File: config.mk
export PLATFORM = sky130hd
export DESIGN_NAME = axis_stream_fifo
export DESIGN_NICKNAME = d
export VERILOG_FILES = /design/src/rtl/axis_stream_fifo.sv
export SDC_FILE = /design/constraint.sdc
export NUM_CORES = 1
export LEC_CHECK = 0
export BUFFER_PORTS_ARGS = -buffer_cell sky130_fd_sc_hd__buf_2
export CAP_MARGIN = 20
export CELL_PAD_IN_SITES_DETAIL_PLACEMENT = 1
export CELL_PAD_IN_SITES_GLOBAL_PLACEMENT = 2
export CORE_ASPECT_RATIO = 1.25
export CORE_UTILIZATION = 52
export CTS_BUF_LIST = sky130_fd_sc_hd__clkbuf_8
export DETAILED_ROUTE_END_ITERATION = 8
export PLACE_DENSITY_LB_ADDON = 0.1
export RECOVER_POWER = 25
export SYNTH_ARGS = -nofsm -noshare
export SYNTH_HDL_FRONTEND = slang
export SYNTH_SLANG_ARGS = --single-unit
File: constraint.sdc
create_clock -name clk -period 4.6 [get_ports clk]
set_clock_uncertainty 0.1 [all_clocks]
set_input_delay 0.92 -clock clk [delete_from_list [all_inputs] [get_ports clk]]
set_output_delay 0.92 -clock clk [all_outputs]
set_load 0.01 [all_outputs]
File: src/rtl/axis_stream_fifo.sv
`default_nettype none
//------------------------------------------------------------------------------
// Module   : axis_stream_fifo
// Brief    : First-word-fall-through AXI-Stream FIFO carrying tdata + tlast,
//            with beat occupancy and stored-packet count. Define
//            AXIS_FIFO_PACKET_MODE_EN for store-and-forward output gating.
// Revision : 1.0 - initial release
//------------------------------------------------------------------------------
module axis_stream_fifo #(
  parameter  int DATA_W = 16,
  parameter  int DEPTH  = 8,
  localparam int AW     = $clog2(DEPTH)
) (
  input  logic              clk,
  input  logic              reset,
  input  logic              s_tvalid,
  output logic              s_tready,
  input  logic [DATA_W-1:0] s_tdata,
  input  logic              s_tlast,
  output logic              m_tvalid,
  input  logic              m_tready,
  output logic [DATA_W-1:0] m_tdata,
  output logic              m_tlast,
  output logic [AW:0]       count,
  output logic [AW:0]       pkt_count
);

  localparam logic [AW:0]   C_FULL    = (AW+1)'(DEPTH);
  localparam logic [AW:0]   C_ONE     = (AW+1)'(1);
  localparam logic [AW-1:0] C_PTR_ONE = AW'(1);

  logic [DATA_W:0]  r_mem [DEPTH];
  logic [AW-1:0]    r_wr_ptr;
  logic [AW-1:0]    r_rd_ptr;
  logic [AW:0]      r_count;
  logic [AW:0]      r_pkt_count;
  logic [DATA_W:0]  w_head;
  logic             w_wr;
  logic             w_rd;
  logic             w_nonempty;
  logic             w_pkt_inc;
  logic             w_pkt_dec;

  assign w_head     = r_mem[r_rd_ptr];
  assign m_tdata    = w_head[DATA_W-1:0];
  assign m_tlast    = w_head[DATA_W];
  assign w_nonempty = (r_count != '0);

  // Full is decided from the registered count only, so a read in the same
  // cycle never opens the input while full.
  assign s_tready   = !reset && (r_count != C_FULL);

  assign w_wr       = s_tvalid && s_tready;
  assign w_rd       = m_tvalid && m_tready;
  assign w_pkt_inc  = w_wr && s_tlast;
  assign w_pkt_dec  = w_rd && m_tlast;

`ifdef AXIS_FIFO_PACKET_MODE_EN
  logic r_in_packet;

  // Open the gate once a whole packet is stored, when full (oversize packet
  // escape), or while the rest of an already-started packet is draining.
  assign m_tvalid = w_nonempty &&
                    ((r_pkt_count != '0) || (r_count == C_FULL) || r_in_packet);

  always_ff @(posedge clk or posedge reset) begin
    if (reset) begin
      r_in_packet <= 1'b0;
    end else if (w_rd) begin
      r_in_packet <= !m_tlast;
    end
  end
`else
  assign m_tvalid = w_nonempty;
`endif

  // Storage is not reset; occupancy alone defines which entries are live.
  always_ff @(posedge clk) begin
    if (w_wr) begin
      r_mem[r_wr_ptr] <= {s_tlast, s_tdata};
    end
  end

  always_ff @(posedge clk or posedge reset) begin
    if (reset) begin
      r_wr_ptr    <= '0;
      r_rd_ptr    <= '0;
      r_count     <= '0;
      r_pkt_count <= '0;
    end else begin
      if (w_wr) begin
        r_wr_ptr <= r_wr_ptr + C_PTR_ONE;
      end
      if (w_rd) begin
        r_rd_ptr <= r_rd_ptr + C_PTR_ONE;
      end
      case ({w_wr, w_rd})
        2'b10:   r_count <= r_count + C_ONE;
        2'b01:   r_count <= r_count - C_ONE;
        default: r_count <= r_count;
      endcase
      case ({w_pkt_inc, w_pkt_dec})
        2'b10:   r_pkt_count <= r_pkt_count + C_ONE;
        2'b01:   r_pkt_count <= r_pkt_count - C_ONE;
        default: r_pkt_count <= r_pkt_count;
      endcase
    end
  end

  assign count     = r_count;
  assign pkt_count = r_pkt_count;

endmodule
`default_nettype wire

==> Flow_metrics.wiki, run 1 <==
{| class="wikitable"
! Metric !! Value
|-
| Distinct cell type count of the synthesized netlist || 34
|-
| Critical Setup Path Class || flip-flop to output port
|-
| Reported leakage power || 2.453 nW
|-
| Mean number of vias per cell || 5.601
|-
| Clk Tree Root Cell || sky130_fd_sc_hd__clkbuf_8
|-
| Routed via count || 2,991
|-
| Area of the mapped netlist || 6203 um2
|-
| Yosys reg bits || 150
|-
| Height of the die || 124.1 um
|-
| Status || finished, final reports clean
|-
| First-pass GRT wire length || 17,170 um
|-
| Post-synth top area cell || sky130_fd_sc_hd__edfxtp_1
|-
| Main area contributors after synthesis || sky130_fd_sc_hd__edfxtp_1 (66%), sky130_fd_sc_hd__mux4_1 (12%), sky130_fd_sc_hd__dfrtp_1 (5.6%)
|-
| Maximum fanout encountered on the critical timing path || 24
|-
| Iteration-0 DRC Markers || 132
|-
| Layout cells sized above 1 || 30.03%
|-
| Synthesis-to-layout area growth || 13.86%
|-
| CTS clk-pin slew, worst paths || 80 ps
|-
| Avg Cell Area, Syn || 20.96 um2
|-
| Number of H-tree levels || 4
|-
| Max-cap check violation count || 0
|-
| Area fraction of the dominant cell type after synthesis || 65.83%
|-
| Area share of and/or/nand/nor cells after synthesis || 3.570%
|-
| Critical Path Sink Type || output port
|-
| Number of enable flip-flop cells after synthesis || 136
|-
| Final cycle utilization of the critical path || 79.79%
|-
| Maximum vdd drop || 0.2991 mV
|-
| Crit path to || m_tdata[14]
|-
| Critical Path Source || r_rd_ptr[0]
|-
| Unrepaired setup endpoints after global routing || false
|-
| Arrival time of data at the critical path endpoint || 2650 ps
|-
| Highest attainable clock frequency || 272.5 MHz
|-
| Worst min path class || flip-flop to flip-flop
|-
| Number of placement rows || 44
|-
| Die Width || 99.69 um
|-
| Synthesized netlist cell count || 296
|-
| Dominant combinational cell family by area after synthesis || multiplexers
|-
| Number of buffers on the longest clock path || 2
|-
| Total of endpoints with negative setup slack in the final report || 0
|-
| Number of nets at the end of the flow || 391
|-
| Commonest cells after routing, fill and taps aside || sky130_fd_sc_hd__edfxtp_1 (136), sky130_fd_sc_hd__buf_2 (33), sky130_fd_sc_hd__mux4_1 (28)
|-
| Predominant post-synthesis flop cell || sky130_fd_sc_hd__edfxtp_1
|-
| Core Region || 11,620 um2
|-
| Critical R2R Capture || pkt_count[3]
|-
| Critical R2R Launch || r_rd_ptr[1]
|-
| Post-synthesis compound-gate area fraction || 1.372%
|-
| Routability cong. || 0.6818
|-
| Overall power of the completed layout || 4.140 mW
|-
| Drt pass-1 iters || 4
|-
| Diodes inserted || 0
|-
| TritonCTS Sinks || 150
|-
| Count of synthesis-stage warnings from yosys || 0
|-
| Tightest Pin Transition || 687.4 ps
|-
| Share of cell area taken by muxes after synthesis || 18.17%
|-
| Startpoint Class || flip-flop
|-
| Asr flop ratio synth || 9.333%
|-
| Area share of fa/ha/maj cells after synthesis || 2.259%
|-
| Syn_nets || 327
|-
| Hold-fix buffers at CTS || 0
|-
| Average detailed-routed wire length per instance || 21.06 um
|-
| Top-Level Pins || 48
|-
| Number of global-route vias before repair || 3,108
|-
| Total count of hold-check failures in the final report || 0
|-
| Setup TNS Final || 0 ps
|-
| Post-detailed-placement half-perimeter wirelength || 6682 um
|-
| Source-to-sink clock delay at the later pin of the worst-skew pair || 430 ps
|-
| Total routing usage reported by global routing || 19.93%
|-
| Data required time at the worst endpoint || 3580 ps
|-
| Total count of max-transition violations in the final report || 0
|-
| DRC Markers || 0
|-
| Worst slew margin || 54.17%
|-
| Logic depth of the worst register-to-register path || 8
|-
| Total of cells resized after clock tree synthesis || 0
|-
| PD cells || 586.1 nW/um2
|-
| Fill cells || 1,009
|-
| Xor-xnor portion of the synthesized cell area || 1.129%
|-
| Period minus WS final || 3670 ps
|-
| Post-DRT Antenna Nets || 0
|-
| Clock buffers created by TritonCTS || 17
|-
| Effective utilization at floorplan || 53.40%
|-
| Die footprint || 12,370 um2
|-
| Sum of routed wire length over all layers || 11,240 um
|-
| GRT Residual Overflow || 0
|-
| Maximum number of pins on one net before global-route repair || 31
|-
| Buffers on Ports || 47
|-
| Post-CTS Setup Repair Bufs || 0
|-
| Worst R2R Setup Slack || 1320 ps
|-
| Most common cell after layout, fill and taps aside || sky130_fd_sc_hd__edfxtp_1
|-
| Post-synthesis sequential area ratio || 71.48%
|-
| Number of antenna violations at the first check in global routing || 0
|-
| Clock tree from TritonCTS || built
|}
-- critical path: stages, from the launching register on --
cell,delay (ps)
sky130_fd_sc_hd__dfrtp_2,820
sky130_fd_sc_hd__buf_4,370
sky130_fd_sc_hd__mux4_1,610
sky130_fd_sc_hd__mux2_2,270
sky130_fd_sc_hd__buf_2,140
-- logic make-up after synthesis --
logic type | after synthesis
buf+inv | 23
fa+ha+maj | 10
compound gates | 12
mux | 57
xor+xnor | 8
flops | 150
simple gates | 36
-- synthesized netlist by cell type, types with 5 or more instances --
library cell                 n
sky130_fd_sc_hd__ha_1        8
sky130_fd_sc_hd__inv_1      10
sky130_fd_sc_hd__mux4_1     28
sky130_fd_sc_hd__mux4_2      6
sky130_fd_sc_hd__xnor2_1     6
sky130_fd_sc_hd__edfxtp_1  136
sky130_fd_sc_hd__dfrtp_1    14
sky130_fd_sc_hd__mux2_2     21
sky130_fd_sc_hd__nand3_1     7
sky130_fd_sc_hd__buf_2       7
sky130_fd_sc_hd__nor3b_1     5
-- stage by stage --
| stage | cell area (um2) | utilization [%] | instances | hold slack [ps] | setup slack, ps |
|---|---|---|---|---|---|
| finish | 7063 | 60.80 | 534 | 428.2 | 929.8 |
| global route | 7063 | 60.80 | 534 | 483.4 | 803.3 |
| CTS | 7081 | 60.95 | 534 | 446.6 | 891.0 |
| detailed placement | 6663 | 57.36 | 502 | 422.0 | 1259 |
| global placement | 6663 | 57.36 | 502 | 418.8 | 1344 |
| floorplan | 6203 | - | 296 | 418.4 | 1057 |
-- registers in the layout (all words and copies together), names as in the netlist --
| signal | count |
|---|---|
| r_mem | 136 |
| r_rd_ptr | 3 |
| r_wr_ptr | 3 |
| pkt_count | 4 |
| count | 4 |
-- final cells by class --
cell class / instances / area [um2] / share of cell area [%]
Inverter: 10 / 37.54 / 0.5314
Clock buffer: 19 / 261.5 / 3.702
Clock inverter: 13 / 156.4 / 2.214
Multi-Input combinational cell: 123 / 1670 / 23.65
Timing Repair Buffer: 58 / 300.3 / 4.252
Sequential cell: 150 / 4436 / 62.80
Tap cell: 161 / 201.4 / 2.852
-- layer usage --
| metal | global-route usage, % | wire length, um | up-vias |
|---|---|---|---|
| li1 | - | - | 1359 |
| met4 | 7.445 | 136 | 0 |
| met1 | 24.31 | 4765 | 1554 |
| met3 | 5.331 | 427 | 13 |
| met2 | 34.22 | 5915 | 65 |
| met5 | 0 | 0 | - |
-- how the worst min path moves through the flow --
stage	cells past startpoint	end	startpoint	slack, ps
2_1_floorplan	1	r_wr_ptr[2]	r_wr_ptr[2]	420
3_3_place_gp	2	pkt_count[2]	pkt_count[2]	420
3_5_place_dp	2	pkt_count[2]	pkt_count[2]	420
4_1_cts	2	pkt_count[2]	pkt_count[2]	450
5_1_grt	2	pkt_count[2]	pkt_count[2]	480
6_report	2	pkt_count[2]	pkt_count[2]	430
-- power breakdown --
part,switching [mW],internal (mW)
logic,0.621,0.675
clock network,0.469,0.562
registers,0.163,1.65
total,1.25,2.89
Power figures use the tool's default switching activity.
==> run 2, diff against run 1 <==
--- a/config.mk
+++ b/config.mk
@@ -5,12 +5,13 @@
 export SDC_FILE = /design/constraint.sdc
 export NUM_CORES = 1
 export LEC_CHECK = 0
+export ABC_AREA = 1
 export BUFFER_PORTS_ARGS = -buffer_cell sky130_fd_sc_hd__buf_2
 export CAP_MARGIN = 20
 export CELL_PAD_IN_SITES_DETAIL_PLACEMENT = 1
 export CELL_PAD_IN_SITES_GLOBAL_PLACEMENT = 2
 export CORE_ASPECT_RATIO = 1.25
-export CORE_UTILIZATION = 52
+export CORE_UTILIZATION = 42
 export CTS_BUF_LIST = sky130_fd_sc_hd__clkbuf_8
 export DETAILED_ROUTE_END_ITERATION = 8
 export PLACE_DENSITY_LB_ADDON = 0.1
==> constraint.sdc (replaced) <==
create_clock -name clk -period 3.4 [get_ports clk]
set_clock_uncertainty 0.1 [all_clocks]
set_input_delay 0.68 -clock clk [delete_from_list [all_inputs] [get_ports clk]]
set_output_delay 0.68 -clock clk [all_outputs]
set_load 0.01 [all_outputs]
==> run 2 against run 1 <==
  * The run now ends with design-rule violations left
  * Clock power about the same
  * Cell area increased by 0.57%
  * Count of clock-buffer cells in the layout decreased by 2
  * Critical path type unchanged
  * Critical endpoint is now m_tdata[0]
==> Flow_metrics.wiki, run 2 <==
{| class="wikitable"
! Metric !! Value
|-
| Clock tree from TritonCTS || built
|-
| Number of flip-flops under the largest register name || 136 (unchanged)
|-
| Number of enable flip-flop cells after synthesis || 136 (unchanged)
|-
| Clock buffers created by TritonCTS || 17 (unchanged)
|-
| Total of endpoints with negative setup slack in the final report || 0 (unchanged)
|-
| Most used standard cells in the synthesized netlist || sky130_fd_sc_hd__edfxtp_1 (136), sky130_fd_sc_hd__nor2_1 (131), sky130_fd_sc_hd__nand2_1 (118)
|-
| Cell family with the largest share of critical-path delay || buffers and inverters
|-
| Maximum vdd drop || 0.3713 mV (+24%)
|-
| Count of synthesis-stage warnings from yosys || 0 (unchanged)
|-
| Total of cells resized after clock tree synthesis || 0 (unchanged)
|-
| Worst min path class || input port to async pin
|-
| Yosys reg bits || 150 (unchanged)
|-
| Total routing usage reported by global routing || 20.67% (+0.74 points)
|-
| Iteration-0 DRC Markers || 132 (unchanged)
|-
| Number of buffers on the longest clock path || 2 (unchanged)
|-
| Post-synthesis sequential area ratio || 69.68% (-1.8 points)
|-
| Routed via count || 4,182 (+40%)
|-
| Critical R2R Launch || r_rd_ptr[1]
|-
| Reported leakage power || 2.800 nW (+14%)
|-
| Distinct cell type count of the synthesized netlist || 24 (-29%)
|-
| First-pass GRT wire length || 23,820 um (+39%)
|-
| Period minus WS final || 2895 ps
|-
| Critical Setup Path Class || flip-flop to output port
|-
| Mean number of vias per cell || 5.094 (-9.1%)
|-
| Avg Cell Area, Syn || 11.11 um2 (-47%)
|-
| Post-CTS Setup Repair Bufs || 0 (unchanged)
|-
| Tightest Pin Transition || 883.0 ps (+195.6 ps)
|-
| Commonest cells after routing, fill and taps aside || sky130_fd_sc_hd__edfxtp_1 (136), sky130_fd_sc_hd__nor2_1 (131), sky130_fd_sc_hd__nand2_1 (118)
|-
| Number of H-tree levels || 4 (unchanged)
|-
| Drt pass-1 iters || 6 (+2)
|-
| Logic depth of the worst register-to-register path || 12 (+4)
|-
| PD cells || 816.1 nW/um2 (+39%)
|-
| Die footprint || 15,650 um2 (+26%)
|-
| Register containing the most flip-flops in the final layout || r_mem
|-
| Most common cell in the netlist || sky130_fd_sc_hd__edfxtp_1
|-
| Layout cells sized above 1 || 13.69% (-16 points)
|-
| Failing checks || design-rule violations
|-
| Maximum fanout encountered on the critical timing path || 18 (-25%)
|-
| Unrepaired setup endpoints after global routing || false
|-
| Highest attainable clock frequency || 345.4 MHz
|-
| Average detailed-routed wire length per instance || 18.13 um (-14%)
|-
| Max-cap check violation count || 0 (unchanged)
|-
| Overall power of the completed layout || 5.797 mW (+40%)
|-
| Number of global-route vias before repair || 4,446 (+43%)
|-
| Number of placement rows || 49 (+11%)
|-
| Clk Tree Root Cell || sky130_fd_sc_hd__clkbuf_8
|-
| Height of the die || 139.6 um (+12%)
|-
| Total area of multi-input combinational cells || 1692 um2 (+1.3%)
|-
| Share of cell area taken by muxes after synthesis || 0% (-18 points)
|-
| Syn_nets || 604 (+85%)
|-
| Area share of fa/ha/maj cells after synthesis || 2.202% (-0.057 points)
|-
| Number of buffers and inverters on the critical path || 3 (+1)
|-
| Core Region || 14,590 um2 (+26%)
|-
| Area taken by flip-flops and latches || 4436 um2 (unchanged)
|-
| Slowest Stage Delay on Critical Path || 470 ps (-350 ps)
|-
| Post-detailed-placement half-perimeter wirelength || 9022 um (+35%)
|-
| TritonCTS Sinks || 150 (unchanged)
|-
| Top-Level Pins || 48 (unchanged)
|-
| Post-synth top area cell || sky130_fd_sc_hd__edfxtp_1
|-
| Most common cell after layout, fill and taps aside || sky130_fd_sc_hd__edfxtp_1
|-
| Arrival time of data at the critical path endpoint || 2120 ps (-530 ps)
|-
| DRC Markers || 2 (+2)
|-
| Hold-fix buffers at CTS || 0 (unchanged)
|-
| Worst slew margin || 41.13% (-13 points)
|-
| Post-synthesis compound-gate area fraction || 5.761% (+4.4 points)
|-
| Synthesis-to-layout area growth || 11.62%
|-
| Crit path depth || 8 (+4)
|-
| Final cycle utilization of the critical path || 85.16%
|-
| Die Width || 112.1 um (+12%)
|-
| Area fraction of the dominant cell type after synthesis || 64.18% (-1.7 points)
|-
| CTS clk-pin slew, worst paths || 80 ps (about the same)
|-
| Cell mode on critical path || sky130_fd_sc_hd__nand2_1
|-
| Data required time at the worst endpoint || 2620 ps (-960 ps)
|-
| Xor-xnor portion of the synthesized cell area || 0.9634% (-0.17 points)
|-
| Total count of hold-check failures in the final report || 0 (unchanged)
|-
| Post-DRT Antenna Nets || 0 (unchanged)
|-
| Predominant post-synthesis flop cell || sky130_fd_sc_hd__edfxtp_1
|-
| Crit path to || m_tdata[0]
|-
| Critical-path top delay cell || sky130_fd_sc_hd__dfrtp_1
|-
| Maximum number of pins on one net before global-route repair || 33 (+6.5%)
|-
| Number of antenna violations at the first check in global routing || 0 (unchanged)
|-
| Diodes inserted || 0 (unchanged)
|-
| Buffers on Ports || 47 (unchanged)
|-
| Cell chain of the critical path || inv_2 > buf_4 > nor2_1 > o21ai_0 > nand2_1 > nand2_1 > nand2_1 > buf_2
|-
| Effective utilization at floorplan || 43.61% (-9.8 points)
|-
| Dominant combinational cell family by area after synthesis || simple AND/OR/NAND/NOR gates
|-
| Source-to-sink clock delay at the later pin of the worst-skew pair || 440 ps (about the same)
|-
| Area share of and/or/nand/nor cells after synthesis || 17.03% (+13 points)
|-
| Status || finished, violations left
|-
| Critical Path Sink Type || output port
|-
| Startpoint Class || flip-flop
|-
| Area of the mapped netlist || 6364 um2 (+2.6%)
|-
| Asr flop ratio synth || 9.333% (unchanged)
|-
| Sum of routed wire length over all layers || 14,880 um (+32%)
|-
| Setup TNS Final || 0 ps (unchanged)
|-
| Critical Path Source || r_rd_ptr[1]
|-
| Routability cong. || 0.6993 (+2.6%)
|-
| Synthesized netlist cell count || 573 (+94%)
|-
| GRT Residual Overflow || 0 (unchanged)
|-
| Main area contributors after synthesis || sky130_fd_sc_hd__edfxtp_1 (64%), sky130_fd_sc_hd__nor2_1 (7.7%), sky130_fd_sc_hd__nand2_1 (7.0%)
|-
| Critical R2R Capture || pkt_count[3]
|-
| Worst R2R Setup Slack || 900 ps (-420 ps)
|-
| Fill cells || 1,629 (+61%)
|-
| Total count of max-transition violations in the final report || 0 (unchanged)
|-
| Number of nets at the end of the flow || 661 (+69%)
|}
run 2: changes by cell type in the layout (fill, tap and decap cells not counted), moves of 4 or more:
cell,before,now
sky130_fd_sc_hd__mux4_2,6,0
sky130_fd_sc_hd__nand2_1,3,118
sky130_fd_sc_hd__buf_4,11,16
sky130_fd_sc_hd__mux2_2,21,0
sky130_fd_sc_hd__o21ai_0,2,44
sky130_fd_sc_hd__a21oi_1,4,0
sky130_fd_sc_hd__inv_1,12,35
sky130_fd_sc_hd__nor3b_1,5,0
sky130_fd_sc_hd__nand3_1,7,16
sky130_fd_sc_hd__mux4_1,28,0
sky130_fd_sc_hd__clkinv_1,0,4
sky130_fd_sc_hd__nor3_2,4,8
sky130_fd_sc_hd__nor2_1,4,131
sky130_fd_sc_hd__o21ai_1,0,28
run 2: report_power, final:
part	leakage (nW)	internal (mW)	switching [mW]
registers	1.40	2.22	0.178
clock network	0.185	0.468	0.593
logic	1.22	0.817	1.52
total	2.80	3.51	2.29
run 2: cells by family after synthesis:
kind of cell	Yosys count
adders and majority gates	10
DFF	150
xor gates and xnor gates	7
and+or+nand+nor	277
buffers and inverters	56
AOI/OAI and AO/OA	73
run 2: how the worst min path moves through the flow:
stage | from | to | slack (ps) | depth (start not counted)
2_1_floorplan | r_wr_ptr[1] | r_wr_ptr[1] | 420 | 2
3_3_place_gp | pkt_count[2] | pkt_count[2] | 400 | 2
3_5_place_dp | pkt_count[2] | pkt_count[2] | 410 | 2
4_1_cts | reset | r_rd_ptr[1] | 170 | 3
5_1_grt | s_tdata[9] | r_mem[4][9] | 410 | 1
6_report | reset | r_rd_ptr[1] | 420 | 3
run 2: through the flow:
step                      util, %  hold WS, ps  worst slack, ps  cells  instance area [um2]
final                       48.68        417.0            504.7    821                 7103
after global routing        48.68        410.9            305.3    821                 7103
after CTS                   48.80        169.0            430.3    821                 7121
after detailed placement    46.78        411.2            714.6    789                 6825
after global placement      46.78        399.9            797.9    789                 6825
after floorplan                 -        424.1            275.7    573                 6364
run 2: worst register-to-register path, cell delays in order (launching register included):
cell and delay [ps]:
sky130_fd_sc_hd__dfrtp_1 470, sky130_fd_sc_hd__inv_2 330, sky130_fd_sc_hd__nand3_1 130, sky130_fd_sc_hd__nand3_1 80
sky130_fd_sc_hd__nand2_1 80, sky130_fd_sc_hd__nor2_1 110, sky130_fd_sc_hd__ha_1 240, sky130_fd_sc_hd__ha_1 270
sky130_fd_sc_hd__or2_2 310, sky130_fd_sc_hd__nand2_1 70, sky130_fd_sc_hd__nand3_1 60, sky130_fd_sc_hd__nand3_1 70
sky130_fd_sc_hd__nand2_1 50
run 2: metal layers:
layer | vias to the layer above | part of all wire [%] | GRT usage, %
met5 | - | 0 | 0
met2 | 61 | 53 | 37.20
met1 | 2061 | 42 | 23.88
li1 | 2037 | - | -
met3 | 23 | 2.8 | 4.355
met4 | 0 | 2.1 | 8.351
run 2: cell type report:
cell class                 count  share of cell area [%]
clock inverter                15                  0.8631
tap                          178                   3.135
clock buffer                  17                   3.294
timing repair buffer          64                   4.862
inverter                      30                   1.585
sequential                   150                   62.44
multi-input combinational    367                   23.82
==> run 3, diff against run 2 <==
--- a/config.mk
+++ b/config.mk
@@ -10,7 +10,7 @@
 export CAP_MARGIN = 20
 export CELL_PAD_IN_SITES_DETAIL_PLACEMENT = 1
 export CELL_PAD_IN_SITES_GLOBAL_PLACEMENT = 2
-export CORE_ASPECT_RATIO = 1.25
+export CORE_ASPECT_RATIO = 0.5
 export CORE_UTILIZATION = 42
 export CTS_BUF_LIST = sky130_fd_sc_hd__clkbuf_8
 export DETAILED_ROUTE_END_ITERATION = 8
==> run 3 against run 2 <==
  * The flow now finishes without violations
  * Power up 4.3%
  * Utilization up 0.63 points
  * Critical path type unchanged
  * Largest cell class unchanged
  * Sequential power about the same
  * First-iteration DRC count up 53%
  * Critical path depth unchanged
  * Routed wire length down 1.3%
  * Via count up 0.72%
  * Count of clock-buffer cells in the layout unchanged
  * Sequential share of layout area down 0.93 points
  * Clock power up 25%
  * Largest power group unchanged
  * Final cell count up 2.4%
==> Flow_metrics.wiki, run 3 (synthesis gave the netlist of run 2 again) <==
{| class="wikitable"
! Metric !! Value
|-
| Routed via count || 4,212 (+0.72%)
|-
| Top-Level Pins || 48 (unchanged)
|-
| Effective utilization at floorplan || 43.52% (-0.093 points)
|-
| Number of placement rows || 31 (-37%)
|-
| Tightest Pin Transition || 851.2 ps (-31.78 ps)
|-
| Buffers on Ports || 47 (unchanged)
|-
| Clock buffers created by TritonCTS || 17 (unchanged)
|-
| DRC Markers || 0 (-2)
|-
| TritonCTS Sinks || 150 (unchanged)
|-
| Clock tree from TritonCTS || built
|-
| CTS clk-pin slew, worst paths || 90 ps (about the same)
|-
| Post-route non-filler standard cell count || 841 (+2.4%)
|-
| Fill cells || 1,586 (-2.6%)
|-
| Number of flip-flops under the largest register name || 136 (unchanged)
|-
| Unrepaired setup endpoints after global routing || false
|-
| First-pass GRT wire length || 22,880 um (-3.9%)
|-
| Number of antenna violations at the first check in global routing || 0 (unchanged)
|-
| Number of global-route vias before repair || 4,325 (-2.7%)
|-
| Post-detailed-placement half-perimeter wirelength || 8714 um (-3.4%)
|-
| Layout cells sized above 1 || 14.93% (+1.2 points)
|-
| Synthesis-to-layout area growth || 13.31%
|-
| PD cells || 838.8 nW/um2 (+2.8%)
|-
| Logic depth of the worst register-to-register path || 13 (+1)
|-
| Die Width || 176.1 um (+57%)
|-
| Setup TNS Final || 0 ps (unchanged)
|-
| Die footprint || 15,680 um2 (+0.17%)
|-
| Critical Path Source || r_rd_ptr[0]
|-
| Maximum number of pins on one net before global-route repair || 56 (+70%)
|-
| Overall power of the completed layout || 6.048 mW (+4.3%)
|-
| Drt pass-1 iters || 4 (-2)
|-
| Post-DRT Antenna Nets || 0 (unchanged)
|-
| Sum of routed wire length over all layers || 14,690 um (-1.3%)
|-
| Commonest cells after routing, fill and taps aside || sky130_fd_sc_hd__edfxtp_1 (136), sky130_fd_sc_hd__nor2_1 (131), sky130_fd_sc_hd__nand2_1 (118)
|-
| Number of buffers and inverters on the critical path || 2 (-1)
|-
| Worst slew margin || 43.25% (+2.1 points)
|-
| Hold-fix buffers at CTS || 0 (unchanged)
|-
| Most common cell after layout, fill and taps aside || sky130_fd_sc_hd__edfxtp_1
|-
| Mean number of vias per cell || 5.008 (-1.7%)
|-
| Critical-path top delay cell || sky130_fd_sc_hd__buf_4
|-
| Source-to-sink clock delay at the later pin of the worst-skew pair || 430 ps (about the same)
|-
| Diodes inserted || 0 (unchanged)
|-
| Clk Tree Root Cell || sky130_fd_sc_hd__clkbuf_8
|-
| Arrival time of data at the critical path endpoint || 2290 ps (+170 ps)
|-
| Worst R2R Setup Slack || 730 ps (-170 ps)
|-
| Critical Path Sink Type || output port
|-
| Total of cells resized after clock tree synthesis || 0 (unchanged)
|-
| Data required time at the worst endpoint || 2620 ps (about the same)
|-
| Post-CTS Setup Repair Bufs || 0 (unchanged)
|-
| Number of buffers on the longest clock path || 2 (unchanged)
|-
| Iteration-0 DRC Markers || 202 (+53%)
|-
| Register containing the most flip-flops in the final layout || r_mem
|-
| Total of endpoints with negative setup slack in the final report || 0 (unchanged)
|-
| Critical R2R Launch || r_rd_ptr[0]
|-
| Final cycle utilization of the critical path || 90.29% (+5.1 points)
|-
| Core Region || 14,620 um2 (+0.21%)
|-
| Max-cap check violation count || 0 (unchanged)
|-
| GRT Residual Overflow || 0 (unchanged)
|-
| Total count of max-transition violations in the final report || 0 (unchanged)
|-
| Maximum vdd drop || 0.3349 mV (-9.8%)
|-
| Number of H-tree levels || 4 (unchanged)
|-
| Total routing usage reported by global routing || 20.12% (-0.55 points)
|-
| Slowest Stage Delay on Critical Path || 590 ps (+120 ps)
|-
| Average detailed-routed wire length per instance || 17.46 um (-3.7%)
|-
| Cell chain of the critical path || buf_4 > nor2_1 > nor2_1 > o21ai_0 > nand2_1 > nand2_1 > nand2_1 > buf_2
|-
| Startpoint Class || flip-flop
|-
| Total count of hold-check failures in the final report || 0 (unchanged)
|-
| Cell family with the largest share of critical-path delay || buffers and inverters
|-
| Maximum fanout encountered on the critical timing path || 55 (+37)
|-
| Period minus WS final || 3070 ps (+174.6 ps)
|-
| Critical Setup Path Class || flip-flop to output port
|-
| Reported leakage power || 2.791 nW (-0.31%)
|-
| Worst min path class || input port to async pin
|-
| Cell mode on critical path || sky130_fd_sc_hd__nand2_1
|-
| Status || finished, final reports clean
|-
| Number of nets at the end of the flow || 661 (unchanged)
|-
| Height of the die || 89.04 um (-36%)
|-
| Critical R2R Capture || pkt_count[3]
|-
| Highest attainable clock frequency || 325.7 MHz (-5.7%)
|-
| Final hold slack || 399.7 ps (-17.28 ps)
|-
| Placed instance count || 809 (+2.5%)
|-
| Routability cong. || 0.7552 (+8.0%)
|}
-- run 3: cell count changes in the layout (fill, tap and decap cells not counted) --
cell | previous run | this run
sky130_fd_sc_hd__clkbuf_1 | 12 | 14
sky130_fd_sc_hd__clkinvlp_4 | 0 | 5
sky130_fd_sc_hd__buf_2 | 36 | 34
sky130_fd_sc_hd__clkinv_4 | 0 | 1
sky130_fd_sc_hd__inv_6 | 0 | 5
sky130_fd_sc_hd__inv_8 | 0 | 2
sky130_fd_sc_hd__clkinv_2 | 4 | 0
sky130_fd_sc_hd__bufinv_16 | 0 | 1
sky130_fd_sc_hd__inv_1 | 35 | 28
sky130_fd_sc_hd__clkinv_1 | 4 | 1
-- run 3: worst max path at each step --
stage / end / slack, ps / cells past startpoint
after floorplan: r_mem[6][0] / 280 / 4
after global placement: pkt_count[3] / 750 / 13
after detailed placement: pkt_count[3] / 720 / 13
after CTS: m_tdata[1] / 290 / 8
after global routing: m_tdata[9] / 50 / 8
final: m_tdata[1] / 330 / 8
-- run 3: area by class of cell --
type / instances / area (um2) / share of cell area, %
clock inverters: 15 / 146.4 / 2.030
clock buffers: 17 / 234.0 / 3.245
repair buffers: 64 / 342.8 / 4.754
flip-flops and latches: 150 / 4436 / 61.51
multi-input cells: 367 / 1692 / 23.46
well taps: 198 / 247.7 / 3.436
inverters: 30 / 112.6 / 1.562
-- run 3: power by group --
group	switching, mW	total (mW)	internal [mW]
registers	0.189	2.41	2.22
clock network	0.723	1.32	0.597
logic	1.51	2.32	0.808
-- run 3: tightest hold or removal path, cell delays in order --
cell and delay (ps):
sky130_fd_sc_hd__clkbuf_1 80, sky130_fd_sc_hd__inv_1 70, sky130_fd_sc_hd__clkbuf_1 650
-- run 3: routing by layer --
layer	part of all wire, %	GRT usage (%)	up-vias	wire, um
met2	47	33.93	56	6830
met5	0	0	-	0
li1	-	-	2038	-
met4	1.1	6.561	0	156
met3	3.2	4.082	18	471
met1	49	26.53	2100	7228
-- run 3: per-stage QoR --
stage	utilization, %	instance area (um2)	setup slack [ps]
5_1_grt	49.31	7211	46.11
3_3_place_gp	46.85	6850	753.1
4_1_cts	49.45	7231	286.1
3_5_place_dp	46.85	6850	719.8
2_1_floorplan	-	6364	275.7
6_report	49.31	7211	330.1
